===== config.mk =====
export PLATFORM = sky130hd
export DESIGN_NAME = fixedpoint_addacc
export DESIGN_NICKNAME = d
export VERILOG_FILES = /design/src/rtl/fixedpoint_addacc.sv
export SDC_FILE = /design/constraint.sdc
export NUM_CORES = 2
export LEC_CHECK = 0
export CORE_MARGIN = 2
export CORE_UTILIZATION = 35
export CTS_BUF_LIST = sky130_fd_sc_hd__clkbuf_4 sky130_fd_sc_hd__clkbuf_8
export DETAILED_ROUTE_END_ITERATION = 12
export PLACE_DENSITY_LB_ADDON = 0.3
export SLEW_MARGIN = 40
export SYNTH_ARGS = -nofsm -noshare
export SYNTH_HDL_FRONTEND = slang
export SYNTH_SLANG_ARGS = --single-unit

===== constraint.sdc =====
create_clock -name clk -period 7 [get_ports clk]
set_input_delay 1.4 -clock clk [delete_from_list [all_inputs] [get_ports clk]]
set_output_delay 1.4 -clock clk [all_outputs]
set_load 0.05 [all_outputs]

===== src/rtl/fixedpoint_addacc.sv =====
// fixedpoint_addacc: N-lane two-stage fixed-point add / accumulate with ready/valid flow control.
// Build option FIXEDPOINT_ADDACC_SAT_EN selects saturating results (default: two's-complement wrap). Rev 1.0
`default_nettype none

module fixedpoint_addacc #(
   parameter int N      = 4,
   parameter int BA     = 32,
   parameter int BB     = 32,
   parameter int BOUT   = 32,
   parameter int BSHIFT = 4
) (
   input  logic                clk,
   input  logic                clr_n,
   input  logic                in_valid,
   output logic                in_ready,
   input  logic                mode,
   input  logic                in_last,
   input  logic [BSHIFT-1:0]   shift,
   input  logic [N*BA-1:0]     a,
   input  logic [N*BB-1:0]     b,
   output logic                out_valid,
   input  logic                out_ready,
   output logic [N*BOUT-1:0]   out,
   output logic [N-1:0]        ovf
);

   localparam int C_SH_MAX = (1 << BSHIFT) - 1;
   localparam int C_BBS    = BB + C_SH_MAX;
   localparam int C_BM     = (BA > C_BBS) ? BA : C_BBS;
   localparam int BI       = ((C_BM > BOUT) ? C_BM : BOUT) + 2;

   logic w_en;
   logic r_s1_valid;
   logic r_s1_mode;
   logic r_s1_last;
   logic r_out_valid;

   assign w_en      = !r_out_valid || out_ready;
   assign in_ready  = w_en;
   assign out_valid = r_out_valid;

   always_ff @(posedge clk) begin
      if (!clr_n) begin
         r_s1_valid  <= 1'b0;
         r_s1_mode   <= 1'b0;
         r_s1_last   <= 1'b0;
         r_out_valid <= 1'b0;
      end else if (w_en) begin
         r_s1_valid  <= in_valid;
         r_s1_mode   <= mode;
         r_s1_last   <= in_last;
         r_out_valid <= r_s1_valid;
      end
   end

   for (genvar i = 0; i < N; i++) begin : g_lane
      logic [BI-1:0]   w_a_ext;
      logic [BI-1:0]   w_b_ext;
      logic [BI-1:0]   w_acc_ext;
      logic [BI-1:0]   w_sum;
      logic [BOUT-1:0] w_res;
      logic            w_ovf;
      logic [BI-1:0]   r_a;
      logic [BI-1:0]   r_b;
      logic [BOUT-1:0] r_acc;
      logic [BOUT-1:0] r_res;
      logic            r_ovf;

      assign w_a_ext   = {{(BI-BA){a[i*BA+BA-1]}}, a[i*BA +: BA]};
      assign w_b_ext   = {{(BI-BB){b[i*BB+BB-1]}}, b[i*BB +: BB]};
      // Accumulator is read and written in S2, so consecutive accumulate beats chain with no bubble.
      assign w_acc_ext = r_s1_mode ? {{(BI-BOUT){r_acc[BOUT-1]}}, r_acc} : '0;
      assign w_sum     = w_acc_ext + r_a + r_b;

`ifdef FIXEDPOINT_ADDACC_SAT_EN
      logic [BI-BOUT:0] w_hi;
      assign w_hi = w_sum[BI-1:BOUT-1];

      always_comb begin
         w_res = w_sum[BOUT-1:0];
         w_ovf = 1'b0;
         if (!((&w_hi) || !(|w_hi))) begin
            w_ovf = 1'b1;
            w_res = w_sum[BI-1] ? {1'b1, {(BOUT-1){1'b0}}} : {1'b0, {(BOUT-1){1'b1}}};
         end
      end
`else
      assign w_res = w_sum[BOUT-1:0];
      assign w_ovf = 1'b0;
`endif

      always_ff @(posedge clk) begin
         if (!clr_n) begin
            r_a   <= '0;
            r_b   <= '0;
            r_acc <= '0;
            r_res <= '0;
            r_ovf <= 1'b0;
         end else if (w_en) begin
            r_a <= w_a_ext;
            r_b <= w_b_ext << shift;
            if (r_s1_valid) begin
               r_res <= w_res;
               r_ovf <= w_ovf;
               if (r_s1_mode) begin
                  r_acc <= r_s1_last ? '0 : w_res;
               end
            end
         end
      end

      assign out[i*BOUT +: BOUT] = r_res;
      assign ovf[i]              = r_ovf;
   end

endmodule

`default_nettype wire

==> results.ini <==
[clocking]
hold_buffers=0
clkTransAtPathRegs_ns=0.06
post_cts_resized=0
clk_path_buf_depth=3
cts.sinks=516
clkLatencyLatePin_ns=0.74
clockRootBuffer=clkbuf_8
cts_tree=built
cts_buffers=95
cts.htree.levels=3
postCtsSetupRepairBufs=0

[synthesis]
syn_area_um2=31900
yosys-top-cells-count=nand2_1 (629), dfxtp_1 (516), a21oi_1 (472), nor2_1 (351), clkbuf_1 (213)
synthCells=3779
synthFlopType=dfxtp_1
yosysTopAreaCell=dfxtp_1
synth_edf_count=0
yosysTopAreaCellShare=0.324
ys_ff_latch=516
synth_most_common_cell=nand2_1
yosys_warnings=0
synth.area.top_cells=dfxtp_1 (32%), fa_1 (8.0%), a21oi_1 (7.4%)
synth.yosys.seq_area_share=0.324
syn_avg_cell_area_um2=8.44
synth_cell_types=86
ys_async_sr_fraction=0

[critical_path]
path_delay_family=buffers and inverters
crit_arrival_ns=3.42
worstPathRequired_ns=5.60
path_depth=4
worstSetupPathType=input pin to primary output
critPathMaxStageDelay_ns=0.93
r2r-end=g_lane[2].r_res[31]
crit_end=in_ready
worstSetupStartpointType=input pin
critPathSlowestCell=clkdlybuf4s50_1
rr_worst_depth=14
crit_path_cell_trace=clkdlybuf4s50_1 -> nor2b_4 -> inv_6 -> clkdlybuf4s50_1
crit_path_end_kind=primary output
cpMostUsedCell=clkdlybuf4s50_1
r2r_setup_slack_ns=2.29
startpoint=out_ready
path_buf_inv=3
reg2reg_from=r_s1_mode
crit_fanout=71

[route]
vias=28800
drt-total-wl_mm=114
first_iter_violations=2060
firstDrtPassIters=5
vias_per_cell=5.44
ant_nets=0
drc=0
route.detailed.wl_per_inst_um=21.6

[sta]
rsz0062_at_grt=no
final_max_slew_viol_count=0
relSlewSlack=0.418
timing_hold_violations_final=0
fmax_ghz=0.207
tns_ns=0
finalSetupViolations=0
worstMarginPinSlew_ns=0.871
finalCritPeriodShare=0.689
fin_skew_ns=0.0412
fin_crit_ns=4.82

[place]
io_buffers=395
gp_congestion=0.942
place_hpwl_mm=83.7

[die]
core_area_um2=90100
die_width_um=306
die_h_um=306
die-area_um2=93500
rows=110
num_io_pins=400
start_util=0.354

[global_route]
grt_overflow=0
gr-usage-all-layers=0.238
grt_max_degree=165
grt_pass1_wl_mm=172
grt_pass1_vias=28100
antenna_found_initial=29

[pwr]
ir_drop_mv=0.129
pwr-share-clk=0.370
swShare=0.329
p_int_uw=5640
power_density_nw_per_um2=217
p_leak_uw=0.0158
switchingPower_uw=2770
p_comb_frac=0.241
seq_power_share=0.390

[final_layout]
syn_to_final_growth_pct=21.3
nNetsFinal=4552
fillers=9002
drive_above_1_share=0.0852
post-route-util=0.429

[outcome]
outcome=complete, no violations

[min_path]
hp-class=register to register

[flow_run]
maxCapViolCount=0

[sequential cells by signal (all words and copies together), names as in the netlist]
name	flops
g_lane.r_acc	128
out_valid	1
r_s1_valid	1
g_lane.r_b	128
g_lane.r_res	128
g_lane.r_a	128
r_s1_mode	1
r_s1_last	1
[power by group through the flow]
stage	clock (uW)	sequential (uW)	combinational (uW)
floorplan	0	3440	1180
global placement	0	3340	1990
detailed placement	0	3340	2010
CTS	3180	3280	2020
global route	3310	3300	2210
finish	3110	3280	2020
[worst min-delay path, stage by stage, from the launching register on]
cell and delay (ns):
dfxtp_1 0.32, nand2_1 0.04, o21ai_0 0.06
[metal layers]
metal	up-vias	GRT usage	wire length (um)
met5	-	0	188
met4	32	0.0620	2300
met1	13800	0.320	50600
li1	13800	-	-
met3	186	0.0614	9230
met2	983	0.379	52000
[cell families after synthesis]
| family | count (synthesis) | share of synthesized area |
|---|---|---|
| other | 1 | 0.000118 |
| flip-flops | 516 | 0.324 |
| XOR/XNOR | 120 | 0.0330 |
| adder cells (fa/ha/maj) | 248 | 0.127 |
| AND/OR/NAND/NOR | 1356 | 0.188 |
| multiplexers | 184 | 0.0826 |
| AO/OA/AOI/OAI | 1042 | 0.207 |
| buffers and inverters | 312 | 0.0385 |
[area by class of cell]
type	instances	area (um2)	share of cell area
multi-input combinational	2954	20400	0.527
timing repair buffer	435	4280	0.111
inverter	36	149	0.00385
clock buffer	141	1780	0.0460
sequential	516	10300	0.267
clock inverter	25	228	0.00589
tap	1176	1470	0.0380
antenna	13	32.5	0.000841
[cell usage in the layout, fill, tap and decap left out, types with 57 or more instances in the layout]
cell type	count
clkdlybuf4s50_1	390
mux2i_1	99
a21oi_1	471
mux4_2	61
o21ai_0	107
nand2_1	627
a22o_1	58
and2_1	138
dfxtp_1	515
ha_1	120
a211oi_1	127
clkbuf_8	117
fa_1	128
xnor2_1	81
nor2_1	348
nand3_1	57
[stage by stage]
stage          setup slack [ns]  hold slack [ns]  cell area, um2  std cells  total power, uW
6_report                   2.18            0.450           38700       5296             8410
5_1_grt                    1.93            0.474           38700       5295             8810
4_1_cts                    2.18            0.452           38600       5282             8480
3_5_place_dp               1.64            0.441           36600       5116             5350
3_3_place_gp               1.72            0.426           36600       5116             5340
2_1_floorplan              3.03            0.417           31900       3782             4620
[worst min-delay path by stage]
stage | from | slack, ns | depth (start not counted) | endpoint
2_1_floorplan | g_lane[0].r_acc[23] | 0.42 | 2 | g_lane[0].r_acc[23]
3_3_place_gp | g_lane[2].r_acc[29] | 0.43 | 2 | g_lane[2].r_acc[29]
3_5_place_dp | g_lane[0].r_acc[30] | 0.44 | 2 | g_lane[0].r_acc[30]
4_1_cts | g_lane[1].r_acc[30] | 0.45 | 2 | g_lane[1].r_acc[30]
5_1_grt | g_lane[1].r_acc[30] | 0.47 | 2 | g_lane[1].r_acc[30]
6_report | g_lane[0].r_acc[29] | 0.45 | 2 | g_lane[0].r_acc[29]
Power figures use the tool's default switching activity.
